==> src/rtl/control_pkg.sv <==
// Shared definitions for the counter sequencer.
//   state_t      : sequencer states (IDLE, RUN, FIN)
//   WIDTH_DEF    : default width of count, target and c
//   PRESC_W_DEF  : default width of divisor and of the prescaler
package control_pkg;

  localparam int WIDTH_DEF   = 5;
  localparam int PRESC_W_DEF = 8;

  typedef enum logic [1:0] {
    IDLE = 2'd0,
    RUN  = 2'd1,
    FIN  = 2'd2
  } state_t;

endpackage

==> src/rtl/control_contador_divisor_tick.sv <==
// Prescaler that paces the enable pulses of the sequencer.
//   clk      : system clock
//   rst      : asynchronous active-high reset
//   clear    : restart the prescaler phase (issued with each new command)
//   run      : prescaler advances and may tick only while high
//   divisor  : gap between ticks minus 1
//   tick     : 1-cycle pulse, first one in the cycle right after clear,
//              then every divisor+1 cycles
module divisor_tick
  import control_pkg::*;
#(
  parameter int PRESC_W = PRESC_W_DEF
) (
  input  logic               clk,
  input  logic               rst,
  input  logic               clear,
  input  logic               run,
  input  logic [PRESC_W-1:0] divisor,
  output logic               tick
);

  logic [PRESC_W-1:0] presc;

  // The tick fires at phase 0 so the first pulse follows the command
  // immediately; the phase wraps after reaching divisor, giving a period of
  // divisor+1. The full PRESC_W compare makes divisor=all-ones legal.
  always_ff @(posedge clk or posedge rst) begin
    if (rst) begin
      presc <= '0;
    end else if (clear) begin
      presc <= '0;
    end else if (run) begin
      presc <= (presc == divisor) ? '0 : presc + PRESC_W'(1);
    end
  end

  assign tick = run && (presc == '0);

endmodule

==> src/rtl/control_contador.sv <==
// Sequencer for the 5-bit up-counter datapath. A start command issues exactly
// `target` enable pulses spaced divisor+1 clocks apart, mirrors the running
// count, pulses done on completion and supports abort via stop.
//   clk      : system clock, all logic on posedge
//   rst      : asynchronous active-high reset
//   start    : command strobe, sampled only in IDLE
//   stop     : abort request, sampled only in RUN
//   target   : number of enable pulses, latched on start
//   divisor  : gap between pulses minus 1, latched on start
//   en_out   : 1-cycle enable pulses to the counter
//   c        : pulses issued since last start
//   busy     : sequencer not idle
//   done     : 1-cycle pulse when target reached
//   aborted  : 1-cycle pulse when the run was ended by stop
module control_contador
  import control_pkg::*;
#(
  parameter int WIDTH   = WIDTH_DEF,
  parameter int PRESC_W = PRESC_W_DEF
) (
  input  logic               clk,
  input  logic               rst,
  input  logic               start,
  input  logic               stop,
  input  logic [WIDTH-1:0]   target,
  input  logic [PRESC_W-1:0] divisor,
  output logic               en_out,
  output logic [WIDTH-1:0]   c,
  output logic               busy,
  output logic               done,
  output logic               aborted
);

  state_t             state, state_n;
  logic [WIDTH-1:0]   tgt_q, tgt_n, c_n, c_inc;
  logic [PRESC_W-1:0] div_q, div_n;
  logic               aborted_n, clear, run, tick;

  assign run = (state == RUN);

  divisor_tick #(.PRESC_W(PRESC_W)) u_tick (
    .clk     (clk),
    .rst     (rst),
    .clear   (clear),
    .run     (run),
    .divisor (div_q),
    .tick    (tick)
  );

  // State register, command latch, count mirror and the registered abort
  // flag. Everything clears asynchronously so a mid-run reset silences
  // en_out at once.
  always_ff @(posedge clk or posedge rst) begin
    if (rst) begin
      state   <= IDLE;
      tgt_q   <= '0;
      div_q   <= '0;
      c       <= '0;
      aborted <= 1'b0;
    end else begin
      state   <= state_n;
      tgt_q   <= tgt_n;
      div_q   <= div_n;
      c       <= c_n;
      aborted <= aborted_n;
    end
  end

  // Next-state logic. In RUN a pulse on the stop edge is still counted, and
  // when that pulse is the final one completion takes precedence over abort.
  always_comb begin
    state_n   = state;
    tgt_n     = tgt_q;
    div_n     = div_q;
    c_n       = c;
    aborted_n = 1'b0;
    clear     = 1'b0;
    c_inc     = c + WIDTH'(1);
    case (state)
      IDLE: begin
        if (start) begin
          tgt_n   = target;
          div_n   = divisor;
          c_n     = '0;
          clear   = 1'b1;
          state_n = (target == '0) ? FIN : RUN;
        end
      end
      RUN: begin
        if (tick) begin
          c_n = c_inc;
        end
        if (tick && (c_inc == tgt_q)) begin
          state_n = FIN;
        end else if (stop) begin
          state_n   = IDLE;
          aborted_n = 1'b1;
        end
      end
      FIN: begin
        state_n = IDLE;
      end
      default: begin
        state_n = IDLE;
      end
    endcase
  end

  assign en_out = tick;
  assign busy   = (state != IDLE);
  assign done   = (state == FIN);

endmodule

==> config.mk <==
export PLATFORM = sky130hd
export DESIGN_NAME = control_contador
export DESIGN_NICKNAME = d
export VERILOG_FILES = /design/src/rtl/control_pkg.sv /design/src/rtl/control_contador_divisor_tick.sv /design/src/rtl/control_contador.sv
export SDC_FILE = /design/constraint.sdc
export NUM_CORES = 1
export LEC_CHECK = 0
export ABC_AREA = 1
export CAP_MARGIN = 25
export CORE_MARGIN = 2
export CORE_UTILIZATION = 52
export DETAILED_ROUTE_END_ITERATION = 6
export PLACE_DENSITY_LB_ADDON = 0.05
export SLEW_MARGIN = 20
export SYNTH_ARGS = -nofsm -noshare
export SYNTH_HDL_FRONTEND = slang
export SYNTH_SLANG_ARGS = --single-unit
==> constraint.sdc <==
create_clock -name clk -period 1.5 [get_ports clk]
set_input_delay 0.225 -clock clk [delete_from_list [all_inputs] [get_ports clk]]
set_output_delay 0.225 -clock clk [all_outputs]
set_load 0.05 [all_outputs]
==> flow_summary.json, run 1 <==
{
  "fin_area_um2": 2178,
  "coreArea_um2": 2805,
  "timing.final.crit_share": 1.096,
  "final_hold_viol_count": 0,
  "place.gp.congestion": 0.7838,
  "routedWlPerCell_um": 13.51,
  "timing.setup.tns_ns": -0.2348,
  "switching_share": 0.3861,
  "synth_async_sr_flop_share": 1.000,
  "vdd.ir_drop.worst_mv": 0.8786,
  "critPathLaunchType": "flop",
  "syn_nets": 204,
  "rsz0062_at_grt": "yes",
  "antenna_found_initial": 0,
  "dp_hpwl_um": 2387,
  "synth.distinct_cells": 24,
  "final.setup_skew_ns": 0.006029,
  "yosys_register_bits": 29,
  "tritoncts.num_buffers": 5,
  "cp_data_arrival_time_ns": 1.42,
  "fin_total_pwr_mw": 3.035,
  "leakage_dissipation_nw": 0.9899,
  "synth_sequential_area_ratio": 0.4629,
  "worst_hold_path_type": "primary input to asynchronous set/reset pin",
  "antenna_cells_inserted": 0,
  "power_density_nw_per_um2": 1393,
  "synthCells": 184,
  "drtPass1Iterations": 7,
  "h_tree_depth": 2,
  "synth.avg_cell_area_um2": 8.520,
  "global_route_wire_length_before_repair_um": 5968,
  "initial_core_util": 0.5589,
  "slew_headroom": 0.7506,
  "critical_path_peak_fanout": 2,
  "via_count": 1407,
  "synth-warning-count": 0,
  "slew_violations": 0,
  "crit_type": "flop to output pin",
  "drt-total-wl_um": 3513,
  "root_buffer": "sky130_fd_sc_hd__clkbuf_4",
  "clock_sink_count": 29,
  "numPlacedInstances": 244,
  "tritoncts": "built",
  "io_buffers": 25,
  "worst_slack_placed_ns": 0.01731,
  "power_frac_clock": 0.164,
  "clock_insertion_delay_worst_skew_ns": 0.34,
  "design.final.nets": 249,
  "setup_viols_final": 3,
  "clk_slew_on_worst_s_h_paths_ns": 0.09,
  "layout-drive-gt1-share": 0.3013,
  "grtUsageTotal": 0.2330,
  "largest_net_degree_at_the_start_of_global_routing": 30,
  "synth_area_um2": 1568,
  "first_global_vias": 1360,
  "die_area_um2": 3470,
  "die_y_um": 58.91,
  "cell_internal_pwr_mw": 1.863,
  "dpl-instance-area_um2": 2004,
  "remaining_overflow_grt": 0,
  "combPwrFrac": 0.477,
  "synthFlopType": "sky130_fd_sc_hd__dfrtp_1",
  "measured_slew_at_the_worst_slew_check_pin_ns": 0.3742,
  "first_iteration_detailed_routing_drc_count": 46,
  "pin_count": 26,
  "fillerInstances": 201,
  "drv.max_cap_violation_count": 0,
  "detail_route.vias_per_cell": 5.412,
  "num_rows": 19,
  "ant_nets": 0,
  "fin_crit_ns": 1.644,
  "outcome": "finished with violations",
  "timing.critical_path.required_ns": 1.27,
  "power_switching_mw": 1.172,
  "clk_path_buf_depth": 2,
  "share_seq_of_total_power": 0.360,
  "achievable-frequency_ghz": 0.6083,
  "end_kind": "output pin",
  "timing.final.ws_setup_ns": -0.1440,
  "failing_checks": "DRC, setup timing",
  "final-instance-count-excl-fill": 260,
  "die-width_um": 58.91,
  "area.growth.synth_to_final_pct": 38.95,
  "drc": 4,
  "edff_count_synth": 0
}
## worst paths after layout
kind / to / slack (ns) / from / cells past startpoint
worst max-delay path: en_out / -0.14 / state[0]$_DFFE_PP0P_ / 7
worst min-delay path: aborted$_DFF_PP0_ / 0.25 / rst / 3
worst max register to register: state[0]$_DFFE_PP0P_ / -0.05 / state[0]$_DFFE_PP0P_ / 10
worst min register to register: div_q[6]$_DFFE_PP0P_ / 0.54 / div_q[6]$_DFFE_PP0P_ / 1
max in group asynchronous: c[2]$_DFFE_PP0P_ / 0.96 / rst / 3
min in group clk: tgt_q[0]$_DFFE_PP0P_ / 0.45 / target[0] / 3
## per-stage QoR
step,hold WS [ns],util
2_1_floorplan,0.3029,-
3_3_place_gp,0.5021,0.7145
3_5_place_dp,0.5165,0.7145
4_1_cts,0.2561,0.7649
5_1_grt,0.2846,0.7765
6_report,0.2477,0.7765
## final cells by class
class,instances,area [um2],area share
well taps,31,38.79,0.01781
flip-flops and latches,29,730.7,0.3354
multi-input cells,126,787.0,0.3613
clock buffers,7,55.05,0.02527
repair buffers,42,467.9,0.2148
inverters,25,98.84,0.04538
## sequential cells by signal, summed over array words and instances (netlist names)
register,cells
tgt_q,5
state,2
c,5
div_q,8
u_tick.presc,8
aborted,1
## Yosys cell counts (2+ instances only)
| cell type | number | share of area |
|---|---|---|
| sky130_fd_sc_hd__xor2_1 | 4 | 0.022 |
| sky130_fd_sc_hd__nand2_2 | 3 | 0.012 |
| sky130_fd_sc_hd__o21ai_0 | 15 | 0.048 |
| sky130_fd_sc_hd__clkbuf_2 | 2 | 0.0064 |
| sky130_fd_sc_hd__inv_1 | 23 | 0.055 |
| sky130_fd_sc_hd__nand4_1 | 5 | 0.020 |
| sky130_fd_sc_hd__nor2_1 | 13 | 0.031 |
| sky130_fd_sc_hd__dfrtp_1 | 29 | 0.46 |
| sky130_fd_sc_hd__o22ai_1 | 2 | 0.0080 |
| sky130_fd_sc_hd__xnor2_1 | 9 | 0.050 |
| sky130_fd_sc_hd__nor2_2 | 3 | 0.012 |
| sky130_fd_sc_hd__nand2_1 | 35 | 0.084 |
| sky130_fd_sc_hd__a21oi_1 | 4 | 0.013 |
| sky130_fd_sc_hd__nand3_2 | 2 | 0.013 |
| sky130_fd_sc_hd__ha_1 | 3 | 0.024 |
| sky130_fd_sc_hd__nand3_1 | 17 | 0.054 |
| sky130_fd_sc_hd__mux2_2 | 8 | 0.057 |
## kinds of logic (layout without fill, tap and decap cells)
logic type                 count (synthesis)  count (layout)  share of synthesized area
and+or+nand+nor                           81              81                     0.2410
xor gates and xnor gates                  13              13                    0.07263
DFF                                       29              29                     0.4629
buffers and inverters                     29              74                    0.07342
muxes                                      8               8                    0.05746
adders and majority gates                  3               3                    0.02395
AOI/OAI and AO/OA                         21              21                    0.06863
## power by group through the flow
stage               clock [mW]  combinational, mW  sequential, mW
detailed placement           0               1.27            1.12
finish                   0.496               1.45            1.09
global placement             0               1.24            1.11
floorplan                    0              0.700            1.21
CTS                      0.502               1.40            1.09
global route             0.526               1.59            1.12
## per-layer routing
metal / GRT usage / vias up / share of wire
met1: 0.2999 / 664 / 0.43
met2: 0.3730 / 48 / 0.48
met4: 0.1136 / 0 / 0.013
met3: 0.04835 / 9 / 0.073
met5: 0 / - / 0
li1: - / 686 / -
## cells in the final DEF, fill, tap and decap left out
master	instances
sky130_fd_sc_hd__nand2_1	33
sky130_fd_sc_hd__dfrtp_1	25
sky130_fd_sc_hd__inv_1	21
sky130_fd_sc_hd__buf_4	17
sky130_fd_sc_hd__nand3_1	16
sky130_fd_sc_hd__clkdlybuf4s50_1	16
sky130_fd_sc_hd__o21ai_0	13
sky130_fd_sc_hd__xnor2_1	9
sky130_fd_sc_hd__buf_12	9
sky130_fd_sc_hd__nor2_2	8
sky130_fd_sc_hd__mux2_2	8
sky130_fd_sc_hd__nor2_1	6
sky130_fd_sc_hd__nand2_2	5
sky130_fd_sc_hd__nand4_1	5
sky130_fd_sc_hd__clkbuf_4	5
sky130_fd_sc_hd__xor2_1	4
sky130_fd_sc_hd__a21oi_1	4
sky130_fd_sc_hd__dfrtp_2	4
sky130_fd_sc_hd__nor2_4	3
sky130_fd_sc_hd__inv_2	2
sky130_fd_sc_hd__inv_4	2
sky130_fd_sc_hd__o22ai_1	2
sky130_fd_sc_hd__o21ai_1	2
sky130_fd_sc_hd__nand3_2	2
sky130_fd_sc_hd__nand3_4	1
sky130_fd_sc_hd__nand3b_1	1
sky130_fd_sc_hd__nor3_1	1
sky130_fd_sc_hd__ha_2	1
sky130_fd_sc_hd__ha_1	1
sky130_fd_sc_hd__ha_4	1
sky130_fd_sc_hd__clkbuf_1	1
sky130_fd_sc_hd__clkbuf_8	1
## worst max-delay path, cell delays in order (launching register included)
cell and delay (ns):
sky130_fd_sc_hd__dfrtp_1 0.38, sky130_fd_sc_hd__inv_2 0.06, sky130_fd_sc_hd__nor2_4 0.13, sky130_fd_sc_hd__inv_4 0.05
sky130_fd_sc_hd__nor2_4 0.13, sky130_fd_sc_hd__nand3_4 0.10, sky130_fd_sc_hd__inv_4 0.08, sky130_fd_sc_hd__buf_12 0.13
## what timing repair did
action / CTS / global route
endpoints found under the setup margin: 2 / 14
pin swaps: 3 / 1
hold buffers: 0 / 0
hold endpoints to repair: 0 / 0
gates resized for setup: 7 / 11
buffers inserted: 9 / 0
Power figures use the tool's default switching activity.
==> inputs of run 2 (changes only) <==
- CORE_UTILIZATION: 52 -> 53
- SYNTH_HIERARCHICAL: default -> 1
==> run 2 against run 1 <==
Net effect: the run ends with setup timing left; first-iteration DRC count up 6.5%; combinational power increased by 5%; worst hold slack worse by 0.094 ns; power grew 0.81%; global-route usage grew 1.4 points; fmax down 4.6%; sequential cell count stayed put; clock skew rose by 0.011 ns; clock power down 5.0%; highest routed layer unchanged.
==> flow_summary.json, run 2 <==
{
  "grtUsageTotal": 0.2468,
  "final_hold_viol_count": 0,
  "root_buffer": "sky130_fd_sc_hd__clkbuf_4",
  "place.gp.congestion": 0.9190,
  "synth.distinct_cells": 25,
  "critical-path-top-delay-family": "flip-flops",
  "num_rows": 20,
  "coreArea_um2": 3028,
  "h_tree_depth": 2,
  "synthAdderAreaFrac": 0.02256,
  "synth.most_common_cell": "sky130_fd_sc_hd__nand2_1",
  "vdd.ir_drop.worst_mv": 1.083,
  "timing.critical_path.required_ns": 1.27,
  "worst_slack_placed_ns": -0.2298,
  "synth_sequential_area_ratio": 0.4361,
  "final-instance-count-excl-fill": 323,
  "measured_slew_at_the_worst_slew_check_pin_ns": 0.3308,
  "slew_violations": 0,
  "failing_checks": "setup timing",
  "synth_area_um2": 1664,
  "tritoncts.num_buffers": 5,
  "final.setup_skew_ns": 0.01668,
  "remaining_overflow_grt": 0,
  "synth_top_family_by_area": "simple AND/OR/NAND/NOR gates",
  "synthCells": 222,
  "critPathSlowestCell": "sky130_fd_sc_hd__dfrtp_1",
  "synthXorXnorAreaFrac": 0.04211,
  "setup_viols_final": 8,
  "drtPass1Iterations": 4,
  "fraction_of_the_mapped_netlist_area_in_compound_gates": 0.06165,
  "ant_nets": 0,
  "synth_async_sr_flop_share": 1.000,
  "drt-total-wl_um": 3785,
  "synth_area_leader_cell": "sky130_fd_sc_hd__dfrtp_1",
  "syn_nets": 242,
  "tritoncts": "built",
  "post_synth_most_frequent_cells": "88 x sky130_fd_sc_hd__nand2_1, 29 x sky130_fd_sc_hd__dfrtp_1, 26 x sky130_fd_sc_hd__inv_1, 13 x sky130_fd_sc_hd__nand3_1, 11 x sky130_fd_sc_hd__nor2_1",
  "cp_num_buf_inv": 3,
  "detail_route.vias_per_cell": 4.830,
  "power_density_nw_per_um2": 1298,
  "pin_count": 26,
  "timing.final.crit_share": 1.149,
  "synth.avg_cell_area_um2": 7.496,
  "largest_regs": "div_q (8), u_tick/presc (8)",
  "antenna_cells_inserted": 0,
  "muxShareOfSynthArea": 0,
  "cp_data_arrival_time_ns": 1.50,
  "dp_hpwl_um": 2956,
  "clk_path_buf_depth": 2,
  "drc": 0,
  "antenna_found_initial": 0,
  "io_buffers": 25,
  "initial_core_util": 0.5496,
  "finish.utilization": 0.7785,
  "fin_crit_ns": 1.724,
  "synth_simple_gate_area_share": 0.3534,
  "clock_sink_count": 29,
  "die-width_um": 60.04,
  "die_area_um2": 3604,
  "critPathLaunchType": "flop",
  "synthFlopType": "sky130_fd_sc_hd__dfrtp_1",
  "clock_insertion_delay_worst_skew_ns": 0.34,
  "post_synth_main_area_contributors": "sky130_fd_sc_hd__dfrtp_1 44%, sky130_fd_sc_hd__nand2_1 20%, sky130_fd_sc_hd__inv_1 5.9%",
  "routedWlPerCell_um": 11.72,
  "max_stage_delay_ns": 0.40,
  "area.growth.synth_to_final_pct": 41.65,
  "end_kind": "output pin",
  "synth-warning-count": 6,
  "layout-drive-gt1-share": 0.2652,
  "achievable-frequency_ghz": 0.5801,
  "fillerInstances": 222,
  "design.final.nets": 298,
  "synth.top_cell.area_share": 0.4361,
  "critical_path_peak_fanout": 2,
  "die_y_um": 60.04,
  "most-common-layout-cells": "86 x sky130_fd_sc_hd__nand2_1, 29 x sky130_fd_sc_hd__dfrtp_1, 26 x sky130_fd_sc_hd__buf_4",
  "timing.critical_path.cells": "inv_2 -> ha_4 -> nand3_4 -> nor4_4 -> buf_4 -> buf_12",
  "global_route_wire_length_before_repair_um": 6417,
  "seq_cell_area_um2": 725.7,
  "timing.final.ws_setup_ns": -0.2240,
  "yosys_register_bits": 29,
  "numPlacedInstances": 314,
  "via_count": 1560,
  "clk_slew_on_worst_s_h_paths_ns": 0.10,
  "first_iteration_detailed_routing_drc_count": 49,
  "leakage_dissipation_nw": 1.175,
  "rsz0062_at_grt": "yes",
  "largest_net_degree_at_the_start_of_global_routing": 22,
  "multiInputGateArea_um2": 858.3,
  "worst_hold_path_type": "primary input to asynchronous set/reset pin",
  "layout.cells.most_common": "sky130_fd_sc_hd__nand2_1",
  "slew_headroom": 0.7792,
  "drv.max_cap_violation_count": 0,
  "outcome": "finished with violations",
  "holdBufCountCts": 0,
  "first_global_vias": 1537,
  "edff_count_synth": 0,
  "crit_type": "flop to output pin",
  "timing.setup.tns_ns": -0.6266
}
run 2: cell types whose count changed after synthesis, moves of 2 or more:
cell,before,now
sky130_fd_sc_hd__a21oi_2,0,5
sky130_fd_sc_hd__nand2_1,35,88
sky130_fd_sc_hd__nor2_1,13,11
sky130_fd_sc_hd__mux2_2,8,0
sky130_fd_sc_hd__nand2_4,0,2
sky130_fd_sc_hd__clkbuf_2,2,0
sky130_fd_sc_hd__nand2_2,3,0
sky130_fd_sc_hd__inv_1,23,26
sky130_fd_sc_hd__nand3_1,17,13
sky130_fd_sc_hd__inv_2,1,4
sky130_fd_sc_hd__a21oi_1,4,1
sky130_fd_sc_hd__xnor2_1,9,4
sky130_fd_sc_hd__o21ai_0,15,7
run 2: layout make-up:
class                      instances  share of cell area
multi-input combinational        159              0.3641
sequential                        29              0.3079
timing repair buffer              52              0.2320
inverter                          31             0.04936
tap                               44             0.02335
clock buffer                       5             0.01592
clock inverter                     3            0.007431
run 2: layer usage:
layer  vias to the layer above  share of wire  GRT usage
li1                        808              -          -
met1                       702           0.43     0.2818
met2                        39           0.51     0.4379
met3                        11          0.038    0.05628
met4                         0          0.021     0.1048
met5                         -              0          0
run 2: power by group:
group	total, mW	switching (mW)	internal [mW]	leakage [nW]
Combinational	1.52	0.845	0.674	0.767
Sequential	1.07	0.116	0.953	0.377
Clock	0.471	0.295	0.176	0.0310
Total	3.06	1.26	1.80	1.17
run 2: worst paths after layout:
check                                             from                           to  slack (ns)  cells after the start
min in group clk                            divisor[1]         div_q[1]$_DFFE_PP0P_        0.41                      3
hold / removal                                     rst  u_tick/presc[1]$_DFFE_PP0P_        0.15                      2
setup reg to reg           u_tick/presc[1]$_DFFE_PP0P_         state[1]$_DFFE_PP0P_       -0.17                     12
hold reg to reg                   div_q[2]$_DFFE_PP0P_         div_q[2]$_DFFE_PP0P_        0.51                      2
setup / recovery           u_tick/presc[1]$_DFFE_PP0P_                       en_out       -0.22                      6
max in group asynchronous                          rst         div_q[7]$_DFFE_PP0P_        1.05                      3
run 2: cells by family after synthesis:
kind of cell / count (synthesis)
AOI/OAI and AO/OA: 16
buffers and inverters: 34
xor gates and xnor gates: 8
DFF: 29
and+or+nand+nor: 132
adders and majority gates: 3
run 2: through the flow:
stage | hold slack, ns | area (um2) | power, mW
6_report | 0.1535 | 2357 | 3.060
5_1_grt | 0.1857 | 2357 | 3.274
4_1_cts | 0.1631 | 2357 | 3.079
3_5_place_dp | 0.4899 | 2271 | 2.548
3_3_place_gp | 0.4859 | 2271 | 2.517
2_1_floorplan | 0.04066 | 1704 | 1.964
run 2: timing repair:
action,CTS,global route
setup buffers,1,0
resized for setup,9,0
pin swaps,4,0
endpoints found under the hold margin,0,0
endpoints found under the setup margin,17,18
run 2: worst register-to-register path: stages (launching register included):
cell	delay, ns
sky130_fd_sc_hd__dfrtp_1	0.40
sky130_fd_sc_hd__inv_2	0.08
sky130_fd_sc_hd__ha_4	0.14
sky130_fd_sc_hd__nand3_4	0.07
sky130_fd_sc_hd__nor4_4	0.18
sky130_fd_sc_hd__nand3_1	0.10
sky130_fd_sc_hd__nor2_1	0.11
sky130_fd_sc_hd__nand2_1	0.09
sky130_fd_sc_hd__nor2_2	0.13
sky130_fd_sc_hd__nand3_2	0.10
sky130_fd_sc_hd__nand2_2	0.07
sky130_fd_sc_hd__nand2_1	0.05
sky130_fd_sc_hd__nor2_1	0.10
